**src/rtl/pe_spad_pkg.sv**
```systemverilog
// Shared definitions for the PE scratchpads (ifmap, weight, psum): default
// geometry and the small pointer/depth arithmetic helpers they all use.
package pe_spad_pkg;

    localparam int unsigned SPAD_DATA_WIDTH = 32'd16;
    localparam int unsigned SPAD_MEM_DEPTH  = 32'd16;

    // A requested depth of zero, or one beyond the physical array, means "use it all".
    function automatic int unsigned clamp_depth(input int unsigned depth, input int unsigned mem_depth);
        int unsigned res;
        if ((depth == 32'd0) || (depth > mem_depth)) begin
            res = mem_depth;
        end else begin
            res = depth;
        end
        return res;
    endfunction

    function automatic int unsigned mod_inc(input int unsigned base, input int unsigned inc,
                                            input int unsigned modulus);
        int unsigned sum;
        sum = base + inc;
        if (sum >= modulus) begin
            sum = sum - modulus;
        end else begin
            sum = sum;
        end
        return sum;
    endfunction

endpackage

```
**src/rtl/spad_regfile.sv**
```systemverilog
// MEM_DEPTH x DATA_WIDTH storage with one write port and one registered read
// port; a cleared read returns zero and flags it as such.
module spad_regfile
    import pe_spad_pkg::*;
#(
    parameter int unsigned MEM_DEPTH  = SPAD_MEM_DEPTH,
    parameter int unsigned DATA_WIDTH = SPAD_DATA_WIDTH,
    parameter int unsigned ADDR_WIDTH = $clog2(MEM_DEPTH)
) (
    input  logic                  clk,
    input  logic                  reset_n,
    input  logic                  we,
    input  logic [ADDR_WIDTH-1:0] waddr,
    input  logic [DATA_WIDTH-1:0] wdata,
    input  logic                  re,
    input  logic                  rclr,
    input  logic [ADDR_WIDTH-1:0] raddr,
    output logic [DATA_WIDTH-1:0] rdata,
    output logic                  rzero
);

    logic [DATA_WIDTH-1:0] mem_r [MEM_DEPTH];

    // Array contents are deliberately not reset.
    always_ff @(negedge clk) begin
        if (we) begin
            mem_r[waddr] <= wdata;
        end
    end

    // Registered read port; rclr reads suppress the array access entirely.
    always_ff @(negedge clk or negedge reset_n) begin
        if (!reset_n) begin
            rdata <= {DATA_WIDTH{1'b0}};
            rzero <= 1'b0;
        end else if (re) begin
            if (rclr) begin
                rdata <= {DATA_WIDTH{1'b0}};
                rzero <= 1'b1;
            end else begin
                rdata <= mem_r[raddr];
                rzero <= (mem_r[raddr] == {DATA_WIDTH{1'b0}});
            end
        end
    end

endmodule

```
**src/rtl/ifmap_window_spad.sv**
```systemverilog
// Sliding-window ifmap scratchpad: circular buffer with valid/ready writes,
// pointer-only window slides, window-relative reads and sticky error flags.
module ifmap_window_spad
    import pe_spad_pkg::*;
#(
    parameter int unsigned MEM_DEPTH  = SPAD_MEM_DEPTH,
    parameter int unsigned DATA_WIDTH = SPAD_DATA_WIDTH,
    parameter int unsigned MAX_STRIDE = 32'd4,
    parameter int unsigned ADDR_WIDTH = $clog2(MEM_DEPTH),
    parameter int unsigned CNT_WIDTH  = $clog2(MEM_DEPTH + 32'd1),
    parameter int unsigned SH_WIDTH   = $clog2(MAX_STRIDE + 32'd1)
) (
    input  logic                  clk,
    input  logic                  reset_n,
    input  logic [CNT_WIDTH-1:0]  spad_depth,
    input  logic                  flush,
    input  logic                  w_valid,
    output logic                  w_ready,
    input  logic [DATA_WIDTH-1:0] din,
    input  logic [SH_WIDTH-1:0]   shift_amt,
    input  logic                  r_en,
    input  logic [ADDR_WIDTH-1:0] r_addr,
    output logic [DATA_WIDTH-1:0] dout,
    output logic                  r_valid,
    output logic                  dout_zero,
    output logic [CNT_WIDTH-1:0]  count,
    output logic                  full,
    output logic                  empty,
    output logic                  err_ovf,
    output logic                  err_oob
);

    logic [ADDR_WIDTH-1:0] head_r;
    logic [CNT_WIDTH-1:0]  count_r;
    logic                  r_valid_r;
    logic                  err_ovf_r;
    logic                  err_oob_r;

    logic [CNT_WIDTH-1:0]  eff_depth_s;
    logic                  full_s;
    logic                  accept_s;
    logic                  we_s;
    logic [CNT_WIDTH-1:0]  shift_ext_s;
    logic [CNT_WIDTH-1:0]  capped_s;
    logic [CNT_WIDTH-1:0]  eff_s;
    logic                  ovf_s;
    logic                  oob_s;
    logic [ADDR_WIDTH-1:0] tail_s;
    logic [ADDR_WIDTH-1:0] head_next_s;
    logic [ADDR_WIDTH-1:0] rd_idx_s;

    // Status, slide amount and physical addresses, all from pre-edge state.
    always_comb begin
        eff_depth_s = CNT_WIDTH'(clamp_depth(32'(spad_depth), MEM_DEPTH));
        // >= so that a depth lowered below the current fill also stalls writes
        full_s      = (count_r >= eff_depth_s);
        accept_s    = w_valid && !full_s;
        we_s        = accept_s && !flush;
        shift_ext_s = CNT_WIDTH'(shift_amt);
        if (shift_ext_s > CNT_WIDTH'(MAX_STRIDE)) begin
            capped_s = CNT_WIDTH'(MAX_STRIDE);
        end else begin
            capped_s = shift_ext_s;
        end
        if (capped_s > count_r) begin
            eff_s = count_r;
        end else begin
            eff_s = capped_s;
        end
        ovf_s       = (shift_ext_s > eff_s);
        oob_s       = (CNT_WIDTH'(r_addr) >= count_r);
        tail_s      = ADDR_WIDTH'(mod_inc(32'(head_r), 32'(count_r), MEM_DEPTH));
        head_next_s = ADDR_WIDTH'(mod_inc(32'(head_r), 32'(eff_s), MEM_DEPTH));
        rd_idx_s    = ADDR_WIDTH'(mod_inc(32'(head_r), 32'(r_addr), MEM_DEPTH));
    end

    // Window pointers, occupancy and sticky error flags; flush wins over write/slide.
    always_ff @(negedge clk or negedge reset_n) begin
        if (!reset_n) begin
            head_r    <= {ADDR_WIDTH{1'b0}};
            count_r   <= {CNT_WIDTH{1'b0}};
            err_ovf_r <= 1'b0;
            err_oob_r <= 1'b0;
        end else if (flush) begin
            head_r    <= {ADDR_WIDTH{1'b0}};
            count_r   <= {CNT_WIDTH{1'b0}};
            err_ovf_r <= 1'b0;
            err_oob_r <= 1'b0;
        end else begin
            head_r  <= head_next_s;
            count_r <= count_r - eff_s + CNT_WIDTH'(accept_s);
            if (ovf_s) begin
                err_ovf_r <= 1'b1;
            end
            if (r_en && oob_s) begin
                err_oob_r <= 1'b1;
            end
        end
    end

    // Read-valid strobe, one cycle per sampled request, flush or not.
    always_ff @(negedge clk or negedge reset_n) begin
        if (!reset_n) begin
            r_valid_r <= 1'b0;
        end else begin
            r_valid_r <= r_en;
        end
    end

    spad_regfile #(
        .MEM_DEPTH (MEM_DEPTH),
        .DATA_WIDTH(DATA_WIDTH),
        .ADDR_WIDTH(ADDR_WIDTH)
    ) u_regfile (
        .clk    (clk),
        .reset_n(reset_n),
        .we     (we_s),
        .waddr  (tail_s),
        .wdata  (din),
        .re     (r_en),
        .rclr   (oob_s),
        .raddr  (rd_idx_s),
        .rdata  (dout),
        .rzero  (dout_zero)
    );

    assign w_ready = !full_s;
    assign full    = full_s;
    assign empty   = (count_r == {CNT_WIDTH{1'b0}});
    assign count   = count_r;
    assign r_valid = r_valid_r;
    assign err_ovf = err_ovf_r;
    assign err_oob = err_oob_r;

endmodule
```
**config.mk**
```make
export PLATFORM = sky130hd
export DESIGN_NAME = ifmap_window_spad
export DESIGN_NICKNAME = d
export VERILOG_FILES = /design/src/rtl/pe_spad_pkg.sv /design/src/rtl/spad_regfile.sv /design/src/rtl/ifmap_window_spad.sv
export SDC_FILE = /design/constraint.sdc
export NUM_CORES = 1
export LEC_CHECK = 0
export BUFFER_PORTS_ARGS = -buffer_cell sky130_fd_sc_hd__buf_2
export CAP_MARGIN = 20
export CORE_MARGIN = 2
export CORE_UTILIZATION = 40
export DETAILED_ROUTE_END_ITERATION = 12
export PLACE_DENSITY = 0.67
export SLEW_MARGIN = 20
export SYNTH_ARGS = -nofsm -noshare
export SYNTH_HDL_FRONTEND = slang
export SYNTH_SLANG_ARGS = --single-unit
```
**constraint.sdc**
```tcl
create_clock -name clk -period 4.7 [get_ports clk]
set_input_delay 0.235 -clock clk [delete_from_list [all_inputs] [get_ports clk]]
set_output_delay 0.235 -clock clk [all_outputs]
set_load 0.01 [all_outputs]
```
# Yosys cells after proc, flatten, opt, wreduce, memory -nomap -nowiden
# Memories as Yosys holds them, arrays and structs flattened.
# Cells that the tools add are included.
dict set report word_totals {
  reg_bits 29
  mem_bits_rw 256
  input_bits 33
  output_inout_bits 28
  wordCells 52
  mem_count 1
}
dict set report op_classes {
  n_addsub 8
  n_lt_le_gt_ge 9
  mux 16
  n_reduce_logical 11
}
# name words width rd rd_ports_with_merged_regs write_ports line
set memory_table {}
lappend memory_table {u_regfile.mem_r 16 16 1 0 1 spad_regfile.sv:22} ;# logic [DATA_WIDTH-1:0] mem_r [MEM_DEPTH];
# cell n
set op_table {}
lappend op_table {{16-bit zero test} 1}
lappend op_table {{16-bit two-way mux} 1}
lappend op_table {{4-bit two-way mux} 4}
lappend op_table {{5-bit two-way mux} 3}
lappend op_table {{4-bit by 5-bit adder with 6-bit output} 2}
lappend op_table {{6-bit by 5-bit greater-or-equal comparator with 1-bit output (second input constant)} 2}
lappend op_table {{4-bit by 1-bit subtractor with 4-bit output (second input constant)} 3}
lappend op_table {{5-bit zero test} 2}
lappend op_table {{1-bit two-way mux} 7}
lappend op_table {{4-bit by 4-bit adder with 5-bit output} 1}
lappend op_table {{5-bit by 1-bit adder with 5-bit output} 1}
lappend op_table {{4-bit by 5-bit greater-or-equal comparator with 1-bit output} 1}
lappend op_table {{5-bit greater-or-equal comparator} 1}
lappend op_table {{5-bit greater-or-equal comparator (second input constant)} 1}
lappend op_table {{3-bit by 5-bit > comparator with 1-bit output} 1}
lappend op_table {{5-bit > comparator} 1}
lappend op_table {{5-bit > comparator (second input constant)} 1}
lappend op_table {{5-bit subtractor} 1}
lappend op_table {{2-bit nonzero test} 2}
lappend op_table {{3-bit > comparator (second input constant)} 1}
lappend op_table {{1-bit logical AND} 3}
lappend op_table {{3-bit two-way mux} 1}
lappend op_table {{1-bit zero test} 2}
lappend op_table {{1-bit logical OR} 1}

# Logic depth before layout (Yosys ltp)
# Gate-level depths: netlist of run 1.
dict set report logic_depth {
  depth_word 9
  mapped_depth 20
  mapped_depth_nobuf 20
}

# Modules after synthesis
# A second synthesis of run 1 with hierarchy kept.
dict set report unflattened {
  hier_cells 621
  hier_area_um2 11765.0
}
# mod instances cells_each area_per_inst_um2 seq_area_each_um2
set modules_own_cells {}
lappend modules_own_cells {spad_regfile 1 477 10391.2 8112.8}
lappend modules_own_cells {ifmap_window_spad 1 144 1373.8 300.3}

==> metrics.md, run 1 <==
| Metric | Value |
|---|---|
| Initial antenna violation count | `1` |
| First-pass GRT wire length | `44300 um` |
| Seq/Total Area, Yosys | `0.687` |
| PwrDens | `640 nW/um^2` |
| Switch share | `0.363` |
| Clk buf depth | `3` |
| EDFF count, synth | `256` |
| Slew @ Worst Pin | `660 ps` |
| Buffers and inverters on the worst path | `4` |
| Site Rows | `64` |
| Max VDD drop | `0.000316 V` |
| Slew headroom | `0.560` |
| Worst-skew pair later-pin latency | `610 ps` |
| CP Launch Type | `primary input` |
| IO Pins | `61` |
| Initial core utilization | `0.404` |
| Number of global-route vias before repair | `8440` |
| Lkg Pwr | `7.03 nW` |
| GPL Wtd Cong | `0.737` |
| Most common cell after layout, fill and taps aside | `inv_1` |
| DRT iter0 DRCs | `590` |
| Synth Cell Area | `12200 um^2` |
| Vias per inst | `5.15` |
| Wirelength, routed | `30200 um` |
| Syn. warnings | `0` |
| Port Buf Inserts | `60` |
| Clk pwr share | `0.306` |
| Distinct cells, synth | `41` |
| Post-detail-place hpwl | `17000 um` |
| Final slew viol count | `0` |
| Combinational share of power | `0.397` |
| Layout area overhead | `34.8%` |
| H-tree depth | `1` |
| Failing checks | `negative setup slack` |
| Hold depth | `1` |
| DIE AREA | `32000 um^2` |
| WP data arrival | `3590 ps` |
| GRT Total Usage | `0.187` |
| Number of routed nets with antenna violations | `0` |
| NumNets Final | `1171` |
| Layout Utilization | `0.544` |
| Final worst setup slack | `-951 ps` |
| Sw Pwr | `0.00383 W` |
| Most frequent cells in the layout | `inv_1, edfxtp_1, buf_2, buf_4, nand2_1` |
| Area leader, netlist | `edfxtp_1` |
| Antenna fix cells | `0` |
| Slowest CP cell | `or4_4` |
| CTS tree | `yes` |
| Top FF cell, synth | `edfxtp_1` |
| Die height | `179 um` |
| CP most frequent cell | `a21o_1` |
| Yosys top cell area share | `0.628` |
| Req. time, crit path | `2640 ps` |
| Remaining DRCs | `0` |
| Die Wd | `179 um` |
| Layout Skew | `71.7 ps` |
| Number of max-cap violations | `0` |
| First drt pass iteration count | `5` |
| Clk root buf | `clkbuf_16` |
| Hold_ws | `447 ps` |
| Fill count | `2392` |
| Reg2reg path depth | `17` |
| Worst setup EP type | `register` |
| Vias | `7826` |
| Clk sinks | `285` |
| Reg power frac | `0.297` |
| WP depth | `15` |
| Synth Net Count | `741` |
| Outcome | `finished, violations left` |
| Hold WC Path Type | `register to register` |
| Int Pwr | `0.00673 W` |
| WL/cell | `19.9 um` |
| Top post-synthesis cells by area | `edfxtp_1, mux4_2, dfrtn_1` |
| Core area | `30300 um^2` |
| Synthesized area per cell | `18.2 um^2` |
| Final Setup Violations | `263` |
| Clk slew on worst S/H paths | `50 ps` |
| Number of buffers inserted during clock tree synthesis | `31` |
| Area occupied by multi-input gates | `3780 um^2` |
| Cells after synthesis | `672` |
| CP max FO | `8` |
| GRT overflow | `0` |
| CP Class | `primary input to register` |
| CP peak stage delay | `540 ps` |
| Largest net degree at the start of global routing | `39` |
| Fin. Hold Viols | `0` |
| Register area | `8410 um^2` |
| Post-synth ARST share | `0.102` |
| Share of cells above drive strength 1 | `0.292` |
| Synth Register Bits | `285` |
| Top delay family on crit path | `simple AND/OR/NAND/NOR gates` |
| Cell Chain, Critical Path | `buf_6, or4_4, ha_4, nor2b_1, ha_1, nand2b_4, a21o_1, a21o_1, a21o_1, a2111oi_4, buf_4, or3b_4, buf_6, nor2_4, clkbuf_16` |
| RSZ-0062 raised after global routing | `true` |
[timing repair]
action / in CTS / in global routing
pin swaps: 14 / 12
setup endpoints to repair: 263 / 264
setup buffers: 29 / 10
hold buffers: 0 / 0
gates cloned: 8 / 4
hold endpoints to repair: 0 / 0
resized for setup: 44 / 23
[per-layer routing]
layer,GRT usage,up-vias,share of wire
li1,-,3563,-
met1,0.230,3925,0.41
met2,0.305,271,0.50
met3,0.0547,65,0.060
met4,0.0854,2,0.025
met5,0,-,0.00040
[power by group through the flow]
stage	combinational, W	sequential [W]	clock (W)
finish	0.00419	0.00314	0.00323
global route	0.00452	0.00316	0.00358
CTS	0.00415	0.00314	0.00330
detailed placement	0.00391	0.00317	0.000324
global placement	0.00388	0.00316	0.000324
floorplan	0.00249	0.00320	0.000324
[logic make-up after synthesis]
logic type,synth area share
flops,0.687
mux,0.143
simple gates,0.0457
fa+ha+maj,0.0392
compound gates,0.0463
xor+xnor,0.0100
buf+inv,0.0293
[worst reg2reg max path: stages, from the launching register on]
cell and delay (ps):
dfrtn_1 450, buf_4 200, inv_1 80, ha_1 300, a21o_1 140, a21oi_2 50
a311oi_2 250, buf_4 190, mux2_4 310, inv_4 50, ha_1 230, inv_1 90
fa_2 220, inv_1 40, a21o_1 160, a21oi_2 130, xnor2_1 130, nor2_1 50
[final cells by class]
class	count	share of cell area
multi-input cells	329	0.229
repair buffers	176	0.107
flip-flops and latches	285	0.510
clock buffers	31	0.0470
well taps	396	0.0300
clock inverters	280	0.0713
inverters	23	0.00538
[cell usage after synthesis (3+ instances only)]
cell type and instances:
a211o_1 16, buf_6 3, buf_4 7, a21o_1 11
inv_1 24, and3_1 16, nand2_1 38, buf_2 8
ha_1 32, xnor2_1 5, nor2_1 43, mux4_2 37
edfxtp_1 256, xor2_1 9, nand2b_1 6, mux4_1 27
clkbuf_4 3, o211ai_1 32, nand4_1 4, mux2_2 18
a21oi_1 11, dfrtn_1 29, fa_1 4, clkbuf_1 6
nor2b_1 4
[registers in the layout, indices dropped and copies added, names as in the netlist]
register,cells
u_regfile.mem_r,256
u_regfile.rdata,16
count,5
head_r,4
err_oob,1
err_ovf,1
r_valid,1
u_regfile.rzero,1
[path summary, 6_finish.rpt]
check                      slack (ps)                           start                                to
hold reg to reg                   450  u_regfile.rdata[0]$_DFFE_NN0P_    u_regfile.rdata[0]$_DFFE_NN0P_
max in group asynchronous        2280                         reset_n    u_regfile.rdata[3]$_DFFE_NN0P_
min in group asynchronous        1950                         reset_n                count[1]$_DFF_NN0_
setup reg to reg                 1480              count[1]$_DFF_NN0_                count[4]$_DFF_NN0_
setup / recovery                 -950                   spad_depth[0]  u_regfile.mem_r[4][12]$_DFFE_NP_
hold / removal                    450  u_regfile.rdata[0]$_DFFE_NN0P_    u_regfile.rdata[0]$_DFFE_NN0P_
[through the flow]
step                      TNS (ps)  power, W  worst slack (ps)  cells  cell area (um^2)
after floorplan            -329440   0.00601             -1360    672             12500
after global placement     -356890   0.00736             -1470   1177             14000
after detailed placement   -373980   0.00741             -1530   1177             14000
after CTS                  -174730    0.0106              -816   1519             16500
after global routing       -223080    0.0113             -1040   1520             16500
final                      -193780    0.0106              -951   1520             16500
Note: power is estimated with default switching activity, not from simulation.
==> run 2, diff against run 1 <==
- SETUP_SLACK_MARGIN: unset -> 0.02
==> run 2 against run 1 <==
- the flow still finishes with violations (negative setup slack)
- power about the same
- critical path type unchanged
- utilization decreased by 0.71 points
- flip-flop and latch count unchanged
- sequential share of layout area increased by 0.68 points
- first-iteration DRC count decreased by 25%
- largest power group unchanged
==> metrics.md, run 2 (synthesized netlist as in run 1, its figures left out) <==
| Metric | Value |
|---|---|
| Vias | `7561` |
| Failing checks | `negative setup slack` |
| Fill count | `2393` |
| Die height | `179 um` |
| WP data arrival | `3590 ps` |
| Vias per inst | `5.07` |
| Outcome | `finished, violations left` |
| Port Buf Inserts | `60` |
| Post-route cell area | `16300 um^2` |
| Worst-skew pair later-pin latency | `620 ps` |
| Req. time, crit path | `2650 ps` |
| Layout Skew | `94.4 ps` |
| GPL Wtd Cong | `0.747` |
| IO Pins | `61` |
| Initial antenna violation count | `0` |
| Most frequent cells in the layout | `inv_1, edfxtp_1, buf_2, buf_4` |
| Clk sinks | `285` |
| First drt pass iteration count | `7` |
| Final Setup Violations | `263` |
| Remaining DRCs | `0` |
| Hold WC Path Type | `register to register` |
| Fin. Hold Viols | `0` |
| DP Area | `13900 um^2` |
| CP max FO | `8` |
| Lkg Pwr | `6.90 nW` |
| Clk buf depth | `3` |
| Site Rows | `64` |
| RSZ-0062 raised after global routing | `true` |
| Setup TNS Final | `-215180 ps` |
| DIE AREA | `32000 um^2` |
| CP Class | `primary input to register` |
| Die Wd | `179 um` |
| Clk slew on worst S/H paths | `40 ps` |
| Worst setup EP type | `register` |
| Post-detail-place hpwl | `16700 um` |
| Largest register by flop count | `u_regfile.mem_r` |
| CP Launch Type | `primary input` |
| First-pass GRT wire length | `43000 um` |
| Hold depth | `1` |
| Wirelength, routed | `28600 um` |
| PwrDens | `648 nW/um^2` |
| Clk root buf | `clkbuf_16` |
| Number of global-route vias before repair | `8217` |
| GRT Total Usage | `0.179` |
| Max VDD drop | `0.000347 V` |
| Core area | `30300 um^2` |
| WL/cell | `19.2 um` |
| Worst slack, placed | `-1560 ps` |
| Most common cell after layout, fill and taps aside | `inv_1` |
| Number of buffers inserted during clock tree synthesis | `29` |
| Antenna fix cells | `0` |
| H-tree depth | `1` |
| DRT iter0 DRCs | `440` |
| Layout area overhead | `33.0%` |
| Largest net degree at the start of global routing | `33` |
| Number of max-cap violations | `0` |
| Slew headroom | `0.564` |
| CTS tree | `yes` |
| GRT overflow | `0` |
| Final slew viol count | `0` |
| Number of routed nets with antenna violations | `0` |
| Initial core utilization | `0.404` |
| Reg2reg path depth | `17` |
| Share of cells above drive strength 1 | `0.284` |
| CTS hold repair buffers | `0` |
| NumNets Final | `1141` |
| Final worst setup slack | `-941 ps` |
| Slew @ Worst Pin | `654 ps` |
| Max reg flops | `256` |
==> run 2: layout make-up <==
class | count | area (um^2) | area share
inverter | 23 | 88.8 | 0.00545
clock buffer | 30 | 751 | 0.0461
timing repair buffer | 148 | 1440 | 0.0884
tap | 396 | 495 | 0.0304
clock inverter | 279 | 1270 | 0.0780
multi-input combinational | 329 | 3830 | 0.235
sequential | 285 | 8410 | 0.517
==> run 2: worst paths after layout <==
path	start	to	slack, ps
max in group asynchronous	reset_n	u_regfile.rdata[7]$_DFFE_NN0P_	2280
worst max register to register	count[1]$_DFF_NN0_	count[4]$_DFF_NN0_	1490
min in group asynchronous	reset_n	head_r[3]$_DFF_NN0_	1960
worst min-delay path	u_regfile.rdata[7]$_DFFE_NN0P_	u_regfile.rdata[7]$_DFFE_NN0P_	450
worst min register to register	u_regfile.rdata[7]$_DFFE_NN0P_	u_regfile.rdata[7]$_DFFE_NN0P_	450
worst max-delay path	spad_depth[0]	u_regfile.mem_r[15][4]$_DFFE_NP_	-940
==> run 2: timing repair <==
item                       CTS  global route
buffers inserted            11             6
gates resized for setup     21            28
pin swaps                    6            25
cloned                       4             2
setup endpoints to repair  263           267
==> run 2: worst max-delay path, stage by stage <==
cell	delay (ps)
buf_6	90
or4_4	540
ha_4	270
nor2b_4	140
ha_4	210
nand2b_4	130
a21o_1	150
a21o_1	160
a21o_1	180
buf_4	140
a2111oi_4	270
buf_4	190
buf_6	100
nand3_4	90
buf_12	150
buf_6	110
nor2_4	200
clkbuf_16	210
==> run 2: per-layer routing <==
metal  part of all wire  track usage
met4              0.012       0.0701
met3              0.058       0.0505
met2               0.50        0.294
met5                  0            0
met1               0.43        0.224
==> run 2: where the power goes <==
part	total (W)	leakage (nW)	switching (W)	internal (W)
combinational	0.00404	2.33	0.00212	0.00193
clock	0.00338	1.88	0.00154	0.00184
sequential	0.00314	2.68	0.0000960	0.00304
==> run 2: stage by stage <==
| stage | std cells | utilization | hold slack, ps | total power (W) |
|---|---|---|---|---|
| 2_1_floorplan | 672 | - | 484 | 0.00601 |
| 3_3_place_gp | 1165 | 0.457 | 438 | 0.00721 |
| 3_5_place_dp | 1165 | 0.457 | 449 | 0.00727 |
| 4_1_cts | 1487 | 0.533 | 450 | 0.0105 |
| 5_1_grt | 1490 | 0.537 | 459 | 0.0112 |
| 6_report | 1490 | 0.537 | 445 | 0.0106 |
